==> config.mk <==
export PLATFORM = sky130hd
export DESIGN_NAME = deserializer_flat
export DESIGN_NICKNAME = d
export VERILOG_FILES = /design/src/rtl/deserializer_if.sv /design/src/rtl/deserializer.sv /design/src/flat_wrapper.sv
export SDC_FILE = /design/constraint.sdc
export NUM_CORES = 1
export LEC_CHECK = 0
export BUFFER_PORTS_ARGS = -buffer_cell sky130_fd_sc_hd__buf_4
export CORE_ASPECT_RATIO = 1.4
export CORE_MARGIN = 1
export CORE_UTILIZATION = 48
export CTS_CLUSTER_DIAMETER = 150
export DETAILED_ROUTE_END_ITERATION = 12
export PLACE_DENSITY = 0.75
export SYNTH_ARGS = -nofsm -noshare
export SYNTH_HDL_FRONTEND = slang
export SYNTH_SLANG_ARGS = --single-unit
==> constraint.sdc <==
create_clock -name clk -period 1.65 [get_ports clk]
set_clock_uncertainty 0.05 [all_clocks]
set_input_delay 0.33 -clock clk [delete_from_list [all_inputs] [get_ports clk]]
set_output_delay 0.33 -clock clk [all_outputs]
set_load 0.02 [all_outputs]
==> src/rtl/deserializer_if.sv <==
// Serial-in / word-out bundle between a bit source, the deserializer and the word sink.
// No logic; signals only.
// Backpressure: ready is driven by the word sink and qualifies valid.
interface deserializer_if #(
    parameter int DATA_WIDTH = 8
);
    logic                  serial_in;
    logic                  enable;
    logic                  start;
    logic [DATA_WIDTH-1:0] parallel_out;
    logic                  valid;
    logic                  ready;
    logic                  frame_err;
    logic                  overflow;

    // Bit source plus word sink side (drives the serial stream and ready).
    modport master (
        output serial_in, enable, start, ready,
        input  parallel_out, valid, frame_err, overflow
    );

    // Deserializer side.
    modport slave (
        input  serial_in, enable, start, ready,
        output parallel_out, valid, frame_err, overflow
    );
endinterface

==> src/rtl/deserializer.sv <==
// Rebuilds MSB-first serial words framed by a start strobe into a one-entry output buffer.
// Latency: valid rises on the edge that samples the last bit of a word.
// Backpressure: a word completing while the buffer is full and not draining is dropped (overflow).
module deserializer #(
    parameter int DATA_WIDTH    = 8,
    parameter int COUNTER_WIDTH = $clog2(DATA_WIDTH) + 1
) (
    input  logic          clk,
    input  logic          rst,
    deserializer_if.slave io
);
    typedef enum logic {IDLE, SHIFT} state_t;

    localparam logic [COUNTER_WIDTH-1:0] LAST_CNT = COUNTER_WIDTH'(DATA_WIDTH - 1);

    state_t                   state, state_nxt;
    logic [DATA_WIDTH-1:0]    shift_reg, shift_nxt;
    logic [COUNTER_WIDTH-1:0] bit_cnt, cnt_nxt;
    logic                     word_done;
    logic                     abort;

    // Frame tracking: decides where the sampled bit goes and whether a word ends or aborts.
    always_comb begin
        state_nxt = state;
        shift_nxt = shift_reg;
        cnt_nxt   = bit_cnt;
        word_done = 1'b0;
        abort     = 1'b0;
        case (state)
            IDLE: begin
                // Stray bits without start are silently ignored.
                if (io.enable && io.start) begin
                    shift_nxt = {shift_reg[DATA_WIDTH-2:0], io.serial_in};
                    cnt_nxt   = COUNTER_WIDTH'(1);
                    state_nxt = SHIFT;
                end
            end
            SHIFT: begin
                if (!io.enable) begin
                    // A gap inside a frame kills it.
                    abort     = 1'b1;
                    shift_nxt = '0;
                    cnt_nxt   = '0;
                    state_nxt = IDLE;
                end else if (io.start) begin
                    // Restart: the new frame begins with this bit; older bits shift out unused.
                    abort     = 1'b1;
                    shift_nxt = {shift_reg[DATA_WIDTH-2:0], io.serial_in};
                    cnt_nxt   = COUNTER_WIDTH'(1);
                end else begin
                    shift_nxt = {shift_reg[DATA_WIDTH-2:0], io.serial_in};
                    if (bit_cnt == LAST_CNT) begin
                        word_done = 1'b1;
                        cnt_nxt   = '0;
                        state_nxt = IDLE;
                    end else begin
                        cnt_nxt = bit_cnt + COUNTER_WIDTH'(1);
                    end
                end
            end
            default: begin
                state_nxt = IDLE;
                cnt_nxt   = '0;
            end
        endcase
    end

    // Frame state registers.
    always_ff @(posedge clk or posedge rst) begin
        if (rst) begin
            state     <= IDLE;
            shift_reg <= '0;
            bit_cnt   <= '0;
        end else begin
            state     <= state_nxt;
            shift_reg <= shift_nxt;
            bit_cnt   <= cnt_nxt;
        end
    end

    // Output buffer: load on completion if empty or draining, otherwise drop and flag.
    always_ff @(posedge clk or posedge rst) begin
        if (rst) begin
            io.parallel_out <= '0;
            io.valid        <= 1'b0;
            io.frame_err    <= 1'b0;
            io.overflow     <= 1'b0;
        end else begin
            io.frame_err <= abort;
            io.overflow  <= 1'b0;
            if (word_done) begin
                if (!io.valid || io.ready) begin
                    io.parallel_out <= shift_nxt;
                    io.valid        <= 1'b1;
                end else begin
                    io.overflow <= 1'b1;
                end
            end else if (io.valid && io.ready) begin
                io.valid <= 1'b0;
            end
        end
    end
endmodule
==> src/flat_wrapper.sv <==
// flat-port wrapper written by rule: the top's interface ports become plain ports
module deserializer_flat 
#(
    parameter int DATA_WIDTH    = 8,
    parameter int COUNTER_WIDTH = $clog2(DATA_WIDTH) + 1
)
  (clk, rst, io_serial_in, io_enable, io_start, io_ready, io_parallel_out, io_valid, io_frame_err, io_overflow);
  deserializer_if #(.DATA_WIDTH(DATA_WIDTH)) io_i ();
  input  logic clk;
  input  logic rst;
  input wire logic [$bits(io_i.serial_in)-1:0] io_serial_in;
  input wire logic [$bits(io_i.enable)-1:0] io_enable;
  input wire logic [$bits(io_i.start)-1:0] io_start;
  input wire logic [$bits(io_i.ready)-1:0] io_ready;
  output wire logic [$bits(io_i.parallel_out)-1:0] io_parallel_out;
  output wire logic [$bits(io_i.valid)-1:0] io_valid;
  output wire logic [$bits(io_i.frame_err)-1:0] io_frame_err;
  output wire logic [$bits(io_i.overflow)-1:0] io_overflow;
  assign io_i.serial_in = io_serial_in;
  assign io_i.enable = io_enable;
  assign io_i.start = io_start;
  assign io_i.ready = io_ready;
  assign io_parallel_out = io_i.parallel_out;
  assign io_valid = io_i.valid;
  assign io_frame_err = io_i.frame_err;
  assign io_overflow = io_i.overflow;
  deserializer #(.DATA_WIDTH(DATA_WIDTH), .COUNTER_WIDTH(COUNTER_WIDTH)) u_core (.clk(clk), .rst(rst), .io(io_i));
endmodule
# Word-level counts from Yosys, hierarchy flattened
# Cells that the tools add are included.
[totals] memories=0 latchBits=0 rom_bits=0 regBits=24 ram_bits=0 out_inout_bits=11
[op_classes] bitwise=1 div=0 n_lt_le_gt_ge=0 mul=0 n_addsub=1 mux=25 shift=0 eq_ne=3 reduce_logical=7
[op_table] operator="1-bit 2-to-1 mux" n=16
[op_table] operator="4-bit 2-to-1 mux" n=4
[op_table] operator="8-bit 2-to-1 mux" n=2
[op_table] operator="8-bit one-hot mux with 2 select lines" n=1
[op_table] operator="4-bit one-hot mux with 2 select lines" n=1
[op_table] operator="4-bit by 1-bit adder with 4-bit output, second input constant" n=1
[op_table] operator="4-bit by 3-bit equality test with 1-bit output, second input constant" n=1
[op_table] operator="2-bit AND reduction" n=2
[op_table] operator="1-bit logical AND" n=2
[op_table] operator="2-bit by 1-bit inequality test with 1-bit output, second input constant" n=1
[op_table] operator="2-bit inequality test, second input constant" n=1
[op_table] operator="1-bit one-hot mux with 2 select lines" n=1
[op_table] operator="2-bit nonzero test" n=1
[op_table] operator="1-bit logical NOT" n=1
[op_table] operator="1-bit logical OR" n=1
[op_table] operator="1-bit inverter" n=1

# Depth between registers and ports, before layout
[depth] depth_word=7 ltp_mapped=5 ltp_nobuf=4

# Worst setup path after synthesis
# Ideal clock, no wire load.
[synth_timing] kind="register to register" from="reg u_core.bit_cnt[0]" to="reg u_core.io.parallel_out[0]" t_arrival_ns=1.423 setup_time_ns=0.125 setup_slack_ns=0.052 path_buffers=1 required_time_ns=1.475 period_less_slack_ns=1.598 stages_incl_launch_ff=6 path_cell_list="dfrtp_1 > ha_1 > nand4b_1 > and4bb_1 > buf_6 > mux2_4"
[synth_via] elab_chain_len=6
[synth_rtl] item="from (decl)" line_no="deserializer.sv:18" rtl="logic [COUNTER_WIDTH-1:0] bit_cnt, cnt_nxt;"
[synth_rtl] item="from (signal assigned)" line_no="deserializer.sv:77" rtl="bit_cnt <= cnt_nxt;"
[synth_rtl] item="4-bit by 3-bit equality test with 1-bit output" line_no="deserializer.sv:52" rtl="if (bit_cnt == LAST_CNT) begin"
[synth_rtl] item="1-bit 2-to-1 mux" line_no="deserializer.sv:52"
[synth_rtl] item="1-bit 2-to-1 mux" line_no="deserializer.sv:45" rtl="end else if (io.start) begin"
[synth_rtl] item="1-bit 2-to-1 mux" line_no="deserializer.sv:39" rtl="if (!io.enable) begin"
[synth_rtl] item="1-bit 2-to-1 mux" line_no="deserializer.sv:29" rtl="case (state)"
[synth_rtl] item="2-bit AND reduction (no line)"
[synth_rtl] item="to (signal assigned)" line_no="deserializer.sv:93" rtl="io.parallel_out <= shift_nxt;"
[synth_rtl] item="to (decl)" line_no="deserializer_if.sv:25" rtl="output parallel_out, valid, frame_err, overflow"
# No other way between the ends.
# A chain may end at the register's enable or synchronous reset.

# Final worst setup path
# Same ends and word-level chain as after synthesis.

==> flow_metrics.tcl <==
set metrics [dict create \
    setup_viol_count_final 8 \
    timing.critical_path.slowest_stage_cell "sky130_fd_sc_hd__dfrtp_1" \
    total_cts_buffers 3 \
    dp.final_hpwl_um 1310 \
    floorplan.die.width_um 40.8 \
    post_synthesis_net_count 79 \
    layout.cells.most_common_list "sky130_fd_sc_hd__buf_4 (25), sky130_fd_sc_hd__dfrtp_1 (24), sky130_fd_sc_hd__a22o_1 (8), sky130_fd_sc_hd__mux2_4 (8), sky130_fd_sc_hd__nand2_1 (4)" \
    finalHoldViolCount 0 \
    die_area_um2 2300 \
    max_cap_viols 0 \
    layout_min_cycle_time_ns 1.67 \
    global_route.usage.total_pct 19.8 \
    critPathTopFamily "simple AND/OR/NAND/NOR gates" \
    die-height_um 56.3 \
    timing.critical_path.cells "ha_4 > nand4b_1 > and4bb_1 > buf_12 > mux2_4" \
    globalplace.congestion 0.797 \
    critical_path_buf_inv_count 1 \
    finalCoreUtilization_pct 65.2 \
    min_path_type "primary input to asynchronous set/reset pin" \
    nets 107 \
    antenna_cells_inserted 0 \
    area_of_the_core_um2 1970 \
    route.detailed.wl_per_inst_um 16.2 \
    yosys_warnings 0 \
    drive_above_1_share_pct 43.4 \
    share_of_synthesized_cell_area_in_and_or_nand_and_nor_gates_pct 13.2 \
    async_flop_share_pct 100 \
    arrival_time_at_the_worst_endpoint_ns 1.82 \
    post_synth_mux_area_share_pct 11.9 \
    synth_flop_cell "sky130_fd_sc_hd__dfrtp_1" \
    max-clock-path-buffers 2 \
    firstDrtPassIters 4 \
    achievable_clock_frequency_mhz 597 \
    combinational_family_with_the_most_area_after_synthesis "simple AND/OR/NAND/NOR gates" \
    route.detailed.vias_per_inst 5.64 \
    synth-adder-area-share_pct 1.24 \
    grt_max_degree 25 \
    crit_type "flip-flop to flip-flop" \
    portBuffers 16 \
    syn_area_per_cell_um2 14.0 \
    gr_ovfl_total 0 \
    final_min_period_over_clock_period_pct 101 \
    finalMaxSlewViolations 0 \
    htree_levels 1 \
    static-leakage-power_uw 0.000635 \
    detail_route.wirelength_um 1940 \
    drc 0 \
    synth_compound_area_share_pct 11.5 \
    fillers 157 \
    post-synth-top-area-fraction_pct 59.4 \
    post_synth_instance_area_um2 1010 \
    holdBufCountCts 0 \
    failed_checks "negative setup slack" \
    critical_path_required_ns 1.80 \
    top_level_ports 17 \
    tightestPinTransition_ns 0.428 \
    commonest_non_fill_non_tap_cell_in_the_layout "sky130_fd_sc_hd__buf_4" \
    regArea_um2 601 \
    ys_seq_area_share_pct 59.4 \
    worstSetupStartpoint "u_core.bit_cnt[0]" \
    synth_largest_area_cell "sky130_fd_sc_hd__dfrtp_1" \
    critPathMaxStageDelay_ns 0.43 \
    critPathLaunchType "flip-flop" \
    multi_input_comb_area_um2 395 \
    global_route_wire_length_before_repair_um 3190 \
    critPathCaptureType "flip-flop" \
    synth_xor_area_share_pct 0 \
    number_of_flops_mapped_to_enable_cells_by_yosys 0 \
    worst_skew_pair.late_latency_ns 0.30 \
    pwr_density_cell_nw_per_um2 904 \
    synth.lib_cells_used.distinct 25 \
    drt_iter0_markers 11 \
    timing.slew.headroom_pct 71.5 \
    area_added_between_synthesis_and_finish_pct 27.2 \
    ys_ff_latch 24 \
    cts.root.buffer_cell "sky130_fd_sc_hd__clkbuf_4" \
    dpl_cell_area_um2 1200 \
    synthesized_instance_count 72 \
    outcome "finished with violations" \
    rsz_0062_raised_after_global_routing "yes" \
    cts_tree "built" \
    antenna_found_initial 0 \
    clkTransAtPathRegs_ns 0.13 \
    postRouteAntennaNets 0 \
    number_of_sinks_handled_by_clock_tree_synthesis 24 \
    placement_rows 19 \
    stdcell_area_um2 1290 \
    first_global_vias 681 \
    synth.area.top_cells "sky130_fd_sc_hd__dfrtp_1 (59%), sky130_fd_sc_hd__mux2_4 (12%), sky130_fd_sc_hd__a22o_1 (6.9%), sky130_fd_sc_hd__nand2b_1 (1.9%), sky130_fd_sc_hd__nand4_1 (1.9%)" \
    vdd.ir_drop.worst_v 0.000556 \
    initial_core_util_pct 51.2 \
    num_vias 677 \
    crit_path_max_fanout 8 \
    r2r-start "u_core.bit_cnt[0]" \
    final.setup.worst_slack_ns -0.0240 \
]
logic make-up after synthesis:
family / Yosys count
buffers and inverters: 4
DFF: 24
and+or+nand+nor: 21
adders and majority gates: 1
muxes: 8
AOI/OAI and AO/OA: 14
worst reg2reg max path, delay by kind of cell, from the launching register on:
family	cells	cell delay [ns]
buffers and inverters	1	0.15
AND/OR/NAND/NOR	2	0.49
adder cells (fa/ha/maj)	1	0.16
multiplexers	1	0.30
flip-flops	1	0.43
worst paths after layout:
| path | to | slack [ns] | cells after the start |
|---|---|---|---|
| max | u_core.io.parallel_out[0] | -0.02 | 5 |
| min | u_core.io.valid | 0.0009 | 3 |
| max reg2reg | u_core.io.parallel_out[0] | -0.02 | 5 |
| min reg2reg | u_core.shift_reg[7] | 0.48 | 1 |
| max in group asynchronous | u_core.io.parallel_out[3] | 1.32 | 3 |
| min in group clk | u_core.shift_reg[0] | 0.23 | 2 |
layout make-up:
type	instances	share of cell area (%)
clock inverter	1	2.33
multi-input combinational	44	30.7
clock buffer	3	1.75
tap	21	2.04
sequential	24	46.7
inverter	1	0.292
timing repair buffer	26	16.1
timing repair:
action	CTS	global route
setup buffers	0	3
resized for setup	2	0
endpoints found under the setup margin	8	8
pin swaps	2	0
power breakdown:
group,switching (uW),total [uW],internal (uW)
sequential,18.7,631,613
clock,166,411,245
combinational,62.2,120,57.5
total,247,1160,915
layer usage:
layer | vias up | global-route usage, % | share of wire (%)
li1 | 316 | - | -
met1 | 342 | 30.0 | 43
met2 | 15 | 29.7 | 52
met3 | 4 | 2.77 | 3.0
met4 | 0 | 4.29 | 1.2
met5 | - | 0 | 0
Yosys cell counts (2+ instances only):
| library cell | number |
|---|---|
| sky130_fd_sc_hd__a22o_1 | 8 |
| sky130_fd_sc_hd__dfrtp_1 | 24 |
| sky130_fd_sc_hd__mux2_4 | 8 |
| sky130_fd_sc_hd__nand2_1 | 4 |
| sky130_fd_sc_hd__nand2b_1 | 3 |
| sky130_fd_sc_hd__nand3_1 | 2 |
| sky130_fd_sc_hd__nand4_1 | 3 |
| sky130_fd_sc_hd__nand4b_1 | 2 |
| sky130_fd_sc_hd__nor2b_1 | 2 |
metrics by stage:
| step | setup TNS [ns] | cells | hold slack [ns] | power, uW | setup WS (ns) |
|---|---|---|---|---|---|
| after floorplan | 0 | 72 | 0.295 | 702 | 0.0520 |
| after global placement | 0 | 113 | 0.341 | 745 | 0.0217 |
| after detailed placement | -0.265 | 113 | 0.346 | 750 | -0.0411 |
| after CTS | 0 | 117 | 0.00693 | 1160 | 0.00521 |
| after global routing | -0.561 | 120 | 0.0263 | 1210 | -0.0763 |
| final | -0.109 | 120 | 0.000875 | 1160 | -0.0240 |
No activity file was read; power rests on OpenSTA's default activity.
